**src/rtl/disp_src_arbiter_pkg.sv**
```systemverilog
// Shared definitions for the display source arbiter: state codes, source count, blank nibble.
package disp_src_arbiter_pkg;

  localparam int unsigned NumSrc = 3;
  localparam logic [3:0] BlankCodeDefault = 4'hF;

  typedef enum logic [1:0] {
    StIdle = 2'd0,
    StShow = 2'd1,
    StGap  = 2'd2
  } state_e;

  function automatic logic [NumSrc-1:0] src_onehot(input logic [1:0] idx);
    return 3'b001 << idx;
  endfunction

endpackage

```
**src/rtl/disp_src_arbiter_rr_pick3.sv**
```systemverilog
// Combinational round-robin picker for three requesters; the previous winner is searched last.
module rr_pick3 (
  input  logic [2:0] req,
  input  logic [1:0] last,
  output logic       valid,
  output logic [1:0] idx
);

  function automatic logic [1:0] inc3(input logic [1:0] i);
    return (i >= 2'd2) ? 2'd0 : i + 2'd1;
  endfunction

  logic [1:0] first, second;

  always_comb begin
    first  = inc3(last);
    second = inc3(first);
    valid  = |req;
    if (req[first]) begin
      idx = first;
    end else if (req[second]) begin
      idx = second;
    end else begin
      idx = last;
    end
  end

endmodule

```
**src/rtl/disp_src_arbiter.sv**
```systemverilog
// Shares one 4-digit display among three sources: round-robin grant, minimum dwell, blank gap.
module disp_src_arbiter
  import disp_src_arbiter_pkg::*;
#(
  parameter int unsigned DWELL_CYC  = 50_000_000,
  parameter int unsigned GAP_CYC    = 1_000_000,
  parameter logic [3:0]  BLANK_CODE = BlankCodeDefault
) (
  input  logic        clk,
  input  logic        rst_n,
  input  logic [2:0]  req,
  input  logic [15:0] data0,
  input  logic [15:0] data1,
  input  logic [15:0] data2,
  output logic [3:0]  digit3,
  output logic [3:0]  digit2,
  output logic [3:0]  digit1,
  output logic [3:0]  digit0,
  output logic [2:0]  gnt,
  output logic        new_owner
);

  localparam int unsigned MaxCyc = (DWELL_CYC > GAP_CYC) ? DWELL_CYC : GAP_CYC;
  localparam int unsigned CntW = (MaxCyc > 1) ? $clog2(MaxCyc) : 1;
  localparam logic [CntW-1:0] DwellLast = CntW'(DWELL_CYC - 1);
  localparam logic [CntW-1:0] GapLast = (GAP_CYC > 0) ? CntW'(GAP_CYC - 1) : '0;
  localparam logic [15:0] BlankAll = {4{BLANK_CODE}};

  state_e          state_q;
  logic [CntW-1:0] cnt_q;
  logic [1:0]      last_q;
  logic [15:0]     disp_q;

  logic        pick_valid;
  logic [1:0]  pick_idx;
  logic [15:0] owner_data, pick_data;
  logic        owner_req, others_req, leave_show;

  function automatic logic [15:0] src_mux(input logic [1:0] sel, input logic [15:0] d0,
                                          input logic [15:0] d1, input logic [15:0] d2);
    case (sel)
      2'd0:    return d0;
      2'd1:    return d1;
      default: return d2;
    endcase
  endfunction

  rr_pick3 u_pick (
    .req   (req),
    .last  (last_q),
    .valid (pick_valid),
    .idx   (pick_idx)
  );

  always_comb begin
    owner_data = src_mux(last_q, data0, data1, data2);
    pick_data  = src_mux(pick_idx, data0, data1, data2);
    owner_req  = req[last_q];
    others_req = |(req & ~gnt);
    // A drop wins over dwell expiry; both leave SHOW the same way.
    leave_show = !owner_req || (cnt_q == DwellLast && others_req);
  end

  assign {digit3, digit2, digit1, digit0} = disp_q;

  always_ff @(posedge clk or negedge rst_n) begin
    if (!rst_n) begin
      state_q   <= StIdle;
      cnt_q     <= '0;
      last_q    <= 2'd2;
      gnt       <= '0;
      new_owner <= 1'b0;
      disp_q    <= BlankAll;
    end else begin
      new_owner <= 1'b0;
      case (state_q)
        StShow: begin
          if (leave_show && GAP_CYC != 0) begin
            state_q <= StGap;
            cnt_q   <= '0;
            gnt     <= '0;
            disp_q  <= BlankAll;
          end else if (leave_show && pick_valid) begin
            state_q   <= StShow;
            cnt_q     <= '0;
            gnt       <= src_onehot(pick_idx);
            last_q    <= pick_idx;
            new_owner <= 1'b1;
            disp_q    <= pick_data;
          end else if (leave_show) begin
            state_q <= StIdle;
            cnt_q   <= '0;
            gnt     <= '0;
            disp_q  <= BlankAll;
          end else begin
            cnt_q  <= (cnt_q == DwellLast) ? '0 : cnt_q + 1'b1;
            disp_q <= owner_data;
          end
        end
        StIdle, StGap: begin
          gnt    <= '0;
          disp_q <= BlankAll;
          if (state_q == StGap && cnt_q != GapLast) begin
            cnt_q <= cnt_q + 1'b1;
          end else if (pick_valid) begin
            state_q   <= StShow;
            cnt_q     <= '0;
            gnt       <= src_onehot(pick_idx);
            last_q    <= pick_idx;
            new_owner <= 1'b1;
            disp_q    <= pick_data;
          end else begin
            state_q <= StIdle;
            cnt_q   <= '0;
          end
        end
        default: begin
          state_q <= StIdle;
          cnt_q   <= '0;
          gnt     <= '0;
          disp_q  <= BlankAll;
        end
      endcase
    end
  end

endmodule

```
**config.mk**
```make
export PLATFORM = sky130hd
export DESIGN_NAME = disp_src_arbiter
export DESIGN_NICKNAME = d
export VERILOG_FILES = /design/src/rtl/disp_src_arbiter_pkg.sv /design/src/rtl/disp_src_arbiter_rr_pick3.sv /design/src/rtl/disp_src_arbiter.sv
export SDC_FILE = /design/constraint.sdc
export NUM_CORES = 1
export LEC_CHECK = 0
export CAP_MARGIN = 10
export CORE_MARGIN = 5
export CORE_UTILIZATION = 54
export CTS_BUF_LIST = sky130_fd_sc_hd__clkbuf_16
export DETAILED_ROUTE_END_ITERATION = 6
export HOLD_SLACK_MARGIN = 0.15
export PLACE_DENSITY = 0.86
export SYNTH_ARGS = -nofsm -noshare
export SYNTH_HDL_FRONTEND = slang
export SYNTH_SLANG_ARGS = --single-unit
```
**constraint.sdc**
```tcl
create_clock -name clk -period 4.08 [get_ports clk]
set_clock_uncertainty 0.2 [all_clocks]
set_input_delay 0.612 -clock clk [delete_from_list [all_inputs] [get_ports clk]]
set_output_delay 0.612 -clock clk [all_outputs]
set_load 0.02 [all_outputs]
```
After elaboration in Yosys (flattened, before gate mapping)
Index checks and enable logic that the tools add are counted.

storage, ports and cells
  input port bits = 53
  logic and storage cells = 84
  output and inout port bits = 20
  register bits after elaboration = 50

operators by class
  add/subtract/negate cells = 3
  bitwise logic cells = 2
  reductions and logical operators = 14
  magnitude comparators = 5
  equality and inequality tests = 11
  multiplexer cells = 42
  shift operators = 1

operators with widths
  operator                                                                      number
  26-bit two-way mux                                                            4
  16-bit one-hot mux with 2 select lines                                        3
  16-bit two-way mux                                                            4
  26-bit one-hot mux with 2 select lines                                        1
  26-bit by 1-bit adder with 26-bit output, second input constant               1
  26-bit equality test, second input constant                                   1
  26-bit by 20-bit != test with 1-bit output, second input constant             1
  2-bit two-way mux                                                             11
  3-bit two-way mux                                                             4
  2-bit by 3-bit less-than comparator with 1-bit output, second input constant  3
  1-bit two-way mux                                                             8
  2-bit != test, second input constant                                          4
  2-bit one-hot mux with 2 select lines                                         2
  1-bit binary-select mux with 2-bit select                                     3
  2-bit by 1-bit equality test with 1-bit output, second input constant         3
  2-bit logical NOT                                                             3
  3-bit one-hot mux with 2 select lines                                         1
  3-bit OR reduction                                                            2
  5-bit AND reduction                                                           1
  2-bit by 1-bit adder with 2-bit output, second input constant                 2
  2-bit >= comparator, second input constant                                    2
  3-bit bitwise AND                                                             1
  1-bit logical AND                                                             3
  3-bit != test, second input constant                                          1
  9 further kinds                                                               9

Logic depth before layout (Yosys ltp)
Gate-level depths: netlist of the first run.

  word-level depth = 13
  depth in mapped cells = 8

By module
Synthesis of the first run repeated with hierarchy kept, for this count alone.

second synthesis, totals
  cell total of the unflattened synthesis = 310
  area total of the unflattened synthesis = 3047.9 µm²

modules (own cells, without submodules)
  module            area each (µm²)  seq. area each (µm²)  instances  cells each
  disp_src_arbiter  3001.6           1272.5                1          303
  rr_pick3          46.3             0.0                   1          7

Worst setup path after synthesis of the first run
OpenSTA, ideal clock, no wires.

  path type = reg2reg
  from = register cnt_q[7]
  to = register last_q[1]
  path buffers = 0
  setup time = 82 ps
  clock period less this slack = 2528 ps
  setup slack = 1552 ps
  data required time = 3798 ps
  arrival time = 2246 ps
  cell stages (with the launch flop) = 6
  path through = dfrtp_1 -> or4_1 -> or4_4 -> o31ai_4 -> o311a_4 -> mux2_2

between the ends
  cells in the longest elaborated chain, start to end = 6
  elaborated cells between the ends (all ways) = 10
  classes of those cells = eq/ne (5); reduce/logical (5)

RTL lines
  what                                    RTL line                 source
  start: declaration                      disp_src_arbiter.sv:30   logic [CntW-1:0] cnt_q;
  start signal: assignment                disp_src_arbiter.sv:96   cnt_q <= (cnt_q == DwellLast) ? '0 : cnt_q + 1'b1;
  start signal: assignment                disp_src_arbiter.sv:104  cnt_q <= cnt_q + 1'b1;
  26-bit equality test                    disp_src_arbiter.sv:61   leave_show = !owner_req || (cnt_q == DwellLast && others_req);
  1-bit logical AND                       disp_src_arbiter.sv:61
  1-bit logical OR                        disp_src_arbiter.sv:61
  1-bit logical AND                       disp_src_arbiter.sv:83   end else if (leave_show && pick_valid) begin
  2-bit != test (no source line)          --
  5-bit AND reduction (no source line) *  --
  end signal: assignment                  disp_src_arbiter.sv:87   last_q <= pick_idx;
  end signal: assignment                  disp_src_arbiter.sv:109  last_q <= pick_idx;
  end: declaration                        disp_src_arbiter.sv:31   logic [1:0] last_q;

Every way passes the cells marked *; elsewhere a longest branch is shown, timed or not.
A chain may end at the register's enable or synchronous reset.

Worst setup path in the final report of the first run
Ends and elaborated chain as after synthesis.

==> flow_summary.yaml, run 1 <==
synthesis:
  ys_ff_latch: 50
  synthDominantAreaCellType: "dfrtp_1"
  synthDistinctLibCells: 47
  synthTopCellsByCount: "34 x nor2_1, 33 x dfrtp_1, 19 x mux2i_1"
  yosysSeqAreaShare_pct: 42.8
  synth-async-reset-ratio_pct: 100
  synth_top_area_share_pct: 27.8
  synthAdderAreaFrac_pct: 0.421
  synth_ff_type: "dfrtp_1"
  synth_edf_count: 0
  synthXorXnorAreaFrac_pct: 7.07
  muxShareOfSynthArea_pct: 12.8
  synth_top_family_by_area: "simple AND/OR/NAND/NOR gates"
  syn-instance-count: 282
  yosys.area_share.simple_pct: 15.9
  post-synth-top-count-cell: "nor2_1"
  syn_nets: 336
  yosys-top-cells-area: "dfrtp_1 28%, dfstp_2 15%, mux2_2 6.4%"
  synth.avg_cell_area_sq_um: 10.5
  syn-cell-area_sq_mm: 0.00297
  yosys_warnings: 0
  synth_compound_area_share_pct: 14.9
critical_path:
  criticalPathCategory: "flop to flop"
  end_kind: "flop"
  cp-start-kind: "flop"
  rr_worst_depth: 5
  regToRegSetupSlack_ps: 1310
  r2r_start: "cnt_q[7]$_DFF_PN0_"
  startpoint: "cnt_q[7]$_DFF_PN0_"
  cp-endpoint: "last_q[1]$_DFFE_PN1P_"
  r2r-end: "last_q[1]$_DFFE_PN1P_"
  worst-path-max-fanout: 23
  cp.required_ps: 4090
  critPathArrivalTime_ps: 2790
floorplanning:
  core_area_sq_mm: 0.00544
  die-area_sq_mm: 0.00709
  start_util_pct: 54.6
  die_y_um: 84.2
  rows: 27
  die_w_um: 84.2
  pin_count: 73
grt:
  grt_pass1_wl_um: 12300
  grt_util_met1_pct: 26.6
  track_usage_pct: 20.7
  grt_antenna_before_repair: 0
  gr-total-overflow: 0
  grt.met2_usage_pct: 34.4
  gr-max-usage-layer: "met2"
  grt_max_degree: 46
  grt_pass1_vias: 2571
  gr-usage-met3_pct: 5.69
clock_network:
  clockBufferDepth: 2
  cts_buffers: 5
  root_buffer: "clkbuf_16"
  clkSinkCount: 50
  cts_tree: "done"
  clkTransAtPathRegs_ps: 60
  post_cts_buffers: 0
  cts.hold.buffers_added: 0
  cts_resized: 0
  clk-insertion-delay-late_ps: 290
  ctsHtreeMaxLevel: 2
sta:
  final-hold-violation-count: 0
  fin_crit_ps: 2770
  rsz0062_at_grt: "false"
  period_share_pct: 67.9
  fmax_ghz: 0.361
  setup_viol: 0
  worst_pin_slew_ps: 989
  drv_slew: 0
  slew_headroom_pct: 34.0
  final.setup.tns_ps: 0
layout:
  syn_to_final_growth_pct: 28.8
  antenna_cells: 0
  drive_gt1_share_pct: 16.2
  finalNetCount: 398
power:
  irDropWorstVdd_mv: 0.313
  finalPower_w: 0.00219
  power_density_mw_per_mm2: 572
  leakage_nw: 1.52
place:
  place_hpwl_um: 4990
  routabilityCongestion: 0.797
  port_buffers: 72
job:
  drv_cap: 0
routing:
  wl_um: 7320
  num_vias: 2574
  dr.first_iter.drc_count: 319
  post_drt_wl_per_cell_um: 17.6
  drt-vias-per-instance: 6.17
  firstDrtPassIters: 6
  drc: 0
  ant_nets: 0
outcome:
  status: "finished clean"
hold_path:
  worstHoldPathType: "primary input to asynchronous set/reset pin"
power breakdown:
group / switching (W) / internal [W]
combinational: 0.000479 / 0.000467
sequential: 0.000138 / 0.000650
clock: 0.000172 / 0.000285
registers in the layout, summed over array words and instances, names as in the netlist:
register / flops
cnt_q: 26
disp_q: 16
gnt: 3
last_q: 2
state_q: 2
new_owner: 1
stage by stage:
step                hold WS, ps  std cells  util (%)  setup slack, ps  cell area (sq um)
floorplan                   116        282         -             1550               2970
global placement            291        409      67.4             1310               3670
detailed placement          295        409      67.4             1240               3670
CTS                         303        417      70.4             1320               3830
global route                318        417      70.4             1160               3830
finish                      291        417      70.4             1310               3830
final cells by class:
type / count / area [sq um]
clock inverter: 3 / 37.5
fill: 391 / 1610
multi-input combinational: 202 / 1520
inverter: 9 / 33.8
sequential: 50 / 1270
tap: 72 / 90.1
clock buffer: 5 / 125
timing repair buffer: 76 / 746
metal layers:
metal / routed length [um] / up-vias
met5: 0 / -
met4: 96 / 0
met3: 696 / 13
met2: 3500 / 119
met1: 3020 / 1251
li1: - / 1191
cells by family after synthesis:
logic type                 count (synthesis)
AOI/OAI and AO/OA                         49
xor gates and xnor gates                  24
adders and majority gates                  1
buffers and inverters                     30
DFF                                       50
muxes                                     36
and+or+nand+nor                           92
placed cells by master, fill, tap and decap left out, types with 2 or more instances in the layout:
master / n
a21oi_1: 2
a222oi_1: 17
a22o_2: 2
a22oi_1: 16
and3_1: 4
and4_1: 2
buf_4: 4
clkbuf_16: 5
clkdlybuf4s50_1: 71
dfrtp_1: 33
dfstp_2: 17
inv_1: 11
mux2_2: 17
mux2i_1: 19
nand2_1: 10
nand3_1: 10
nand4_1: 14
nor2_1: 34
nor2b_1: 2
nor4_1: 5
or2_2: 2
xnor2_1: 6
xor2_1: 18
critical path: stages, from the launching register on:
cell and delay (ps):
dfrtp_1 420, or4_1 520, or4_4 450, o31ai_4 320, o311a_4 420, mux2_2 370
worst min-delay path by stage:
stage | cells after the start | from | slack (ps) | endpoint
after global routing | 1 | cnt_q[0]$_DFF_PN0_ | 320 | cnt_q[0]$_DFF_PN0_
after detailed placement | 1 | cnt_q[0]$_DFF_PN0_ | 290 | cnt_q[0]$_DFF_PN0_
after floorplan | 0 | rst_n | 120 | cnt_q[0]$_DFF_PN0_
final | 1 | rst_n | 290 | gnt[2]$_DFFE_PN0P_
after CTS | 1 | cnt_q[0]$_DFF_PN0_ | 300 | cnt_q[0]$_DFF_PN0_
after global placement | 1 | cnt_q[0]$_DFF_PN0_ | 290 | cnt_q[0]$_DFF_PN0_
Note: power is estimated with default switching activity, not from simulation.
==> inputs of run 2 (changes only) <==
- CORE_UTILIZATION: 54 -> 50
- PLACE_DENSITY: 0.86 -> 0.81
- clock period: 4.08 -> 2.9 ns (I/O delays scaled with it)
==> run 2 against run 1 <==
  * The run now ends with design-rule violations left
  * Power rose by 46%
  * Non-clock buffer count rose by 8
  * First-iteration DRC count shrank 17%
  * Worst setup slack got worse by 1100 ps
  * Critical path type unchanged
  * Highest routed layer unchanged
  * Die area up 7.0%
  * Largest cell class unchanged
==> flow_summary.yaml, run 2 (synthesized netlist as in run 1, its figures left out) <==
outcome:
  status: "finished with violations"
  violations: "design-rule violations"
sta:
  rsz0062_at_grt: "false"
  drv_slew: 0
  hold_ws_ps: 302
  final.setup.tns_ps: 0
  fin_crit_ps: 2680
  fmax_ghz: 0.374
  setup_viol: 0
  slew_headroom_pct: 45.4
  period_share_pct: 92.3
  final-hold-violation-count: 0
  worst_pin_slew_ps: 818
power:
  leakage_nw: 1.56
  power_density_mw_per_mm2: 818
  irDropWorstVdd_mv: 0.534
routing:
  drc: 21
  firstDrtPassIters: 7
  num_vias: 2539
  wl_um: 7450
  ant_nets: 0
  drt-vias-per-instance: 5.93
  dr.first_iter.drc_count: 265
  post_drt_wl_per_cell_um: 17.4
clock_network:
  cts.hold.buffers_added: 1
  clockBufferDepth: 2
  clkSinkCount: 50
  post_cts_buffers: 0
  root_buffer: "clkbuf_16"
  cts_tree: "done"
  cts_buffers: 5
  clkTransAtPathRegs_ps: 70
  ctsHtreeMaxLevel: 2
  clk-insertion-delay-late_ps: 290
  cts_resized: 0
critical_path:
  crit_chain: "or4_1 > or4_4 > o31ai_4 > o311a_4 > buf_4 > mux2i_1"
  cp-start-kind: "flop"
  rr_worst_depth: 6
  critPathArrivalTime_ps: 2690
  criticalPathCategory: "flop to flop"
  crit_slowest_cell: "or4_1"
  worst-path-max-fanout: 9
  max_stage_delay_ps: 540
  cp.required_ps: 2910
  end_kind: "flop"
layout:
  final_cells: 428
  finalNetCount: 406
  mostFrequentLayoutCell: "clkdlybuf4s50_1"
  top_regs: "cnt_q (26), disp_q (16), gnt (3)"
  antenna_cells: 0
  syn_to_final_growth_pct: 31.8
  top_register: "cnt_q"
  final_area_sq_mm: 0.00392
  mostFrequentLayoutCells: "71 x clkdlybuf4s50_1, 34 x nor2_1, 33 x dfrtp_1, 19 x mux2i_1, 18 x xor2_1"
  largest_reg_flops: 26
  drive_gt1_share_pct: 18.4
place:
  place_hpwl_um: 5220
  placed_area_sq_mm: 0.00373
  port_buffers: 72
  dpl.cell_count: 419
  routabilityCongestion: 0.786
hold_path:
  worstHoldPathType: "flop to flop"
  worstHoldPathCells: 1
floorplanning:
  start_util_pct: 50.8
  pin_count: 73
  core_area_sq_mm: 0.00585
  die_w_um: 87.1
  die_y_um: 87.1
  rows: 28
  die-area_sq_mm: 0.00758
grt:
  gr-total-overflow: 0
  track_usage_pct: 19.7
  grt_antenna_before_repair: 0
  grt_pass1_wl_um: 12000
  grt_pass1_vias: 2553
  grt_max_degree: 38
job:
  drv_cap: 0
-- run 2: critical path: cells and delay by family (launching register included) --
| kind | cells | cell delay [ps] |
|---|---|---|
| mux | 1 | 190 |
| simple gates | 2 | 1000 |
| compound gates | 2 | 610 |
| buf+inv | 1 | 180 |
| flops | 1 | 430 |
-- run 2: layer usage --
layer,GRT usage (%),share of wire [%],vias to the layer above
li1,-,-,1201
met1,25.0,42,1241
met2,34.6,50,88
met3,3.60,7.6,9
met4,4.88,0.91,0
met5,0,0,-
-- run 2: cell type report --
| type | count | area (sq um) |
|---|---|---|
| clock inverter | 3 | 47.5 |
| fill | 421 | 1930 |
| multi-input combinational | 202 | 1520 |
| tap | 75 | 93.8 |
| inverter | 9 | 33.8 |
| clock buffer | 5 | 125 |
| sequential | 50 | 1270 |
| timing repair buffer | 84 | 821 |
-- run 2: final timing paths --
check / end / from / slack (ps)
setup / recovery: last_q[0]$_DFFE_PN0P_ / cnt_q[7]$_DFF_PN0_ / 220
hold / removal: cnt_q[0]$_DFF_PN0_ / cnt_q[0]$_DFF_PN0_ / 300
setup reg to reg: last_q[0]$_DFFE_PN0P_ / cnt_q[7]$_DFF_PN0_ / 220
hold reg to reg: cnt_q[0]$_DFF_PN0_ / cnt_q[0]$_DFF_PN0_ / 300
max in group asynchronous: disp_q[7]$_DFF_PN1_ / rst_n / 1150
min in group asynchronous: cnt_q[18]$_DFF_PN0_ / rst_n / 590
-- run 2: power breakdown --
part | switching [W] | total, W | internal (W)
combinational | 0.000787 | 0.00152 | 0.000731
sequential | 0.000101 | 0.00101 | 0.000914
clock | 0.000259 | 0.000671 | 0.000411
total | 0.00115 | 0.00320 | 0.00206
-- run 2: per-stage QoR --
step	setup slack [ps]	power, W	util (%)
after global routing	114	0.00337	67.0
final	224	0.00320	67.0
after global placement	294	0.00251	63.8
after detailed placement	236	0.00254	63.8
after CTS	224	0.00322	67.0
after floorplan	372	0.00203	-
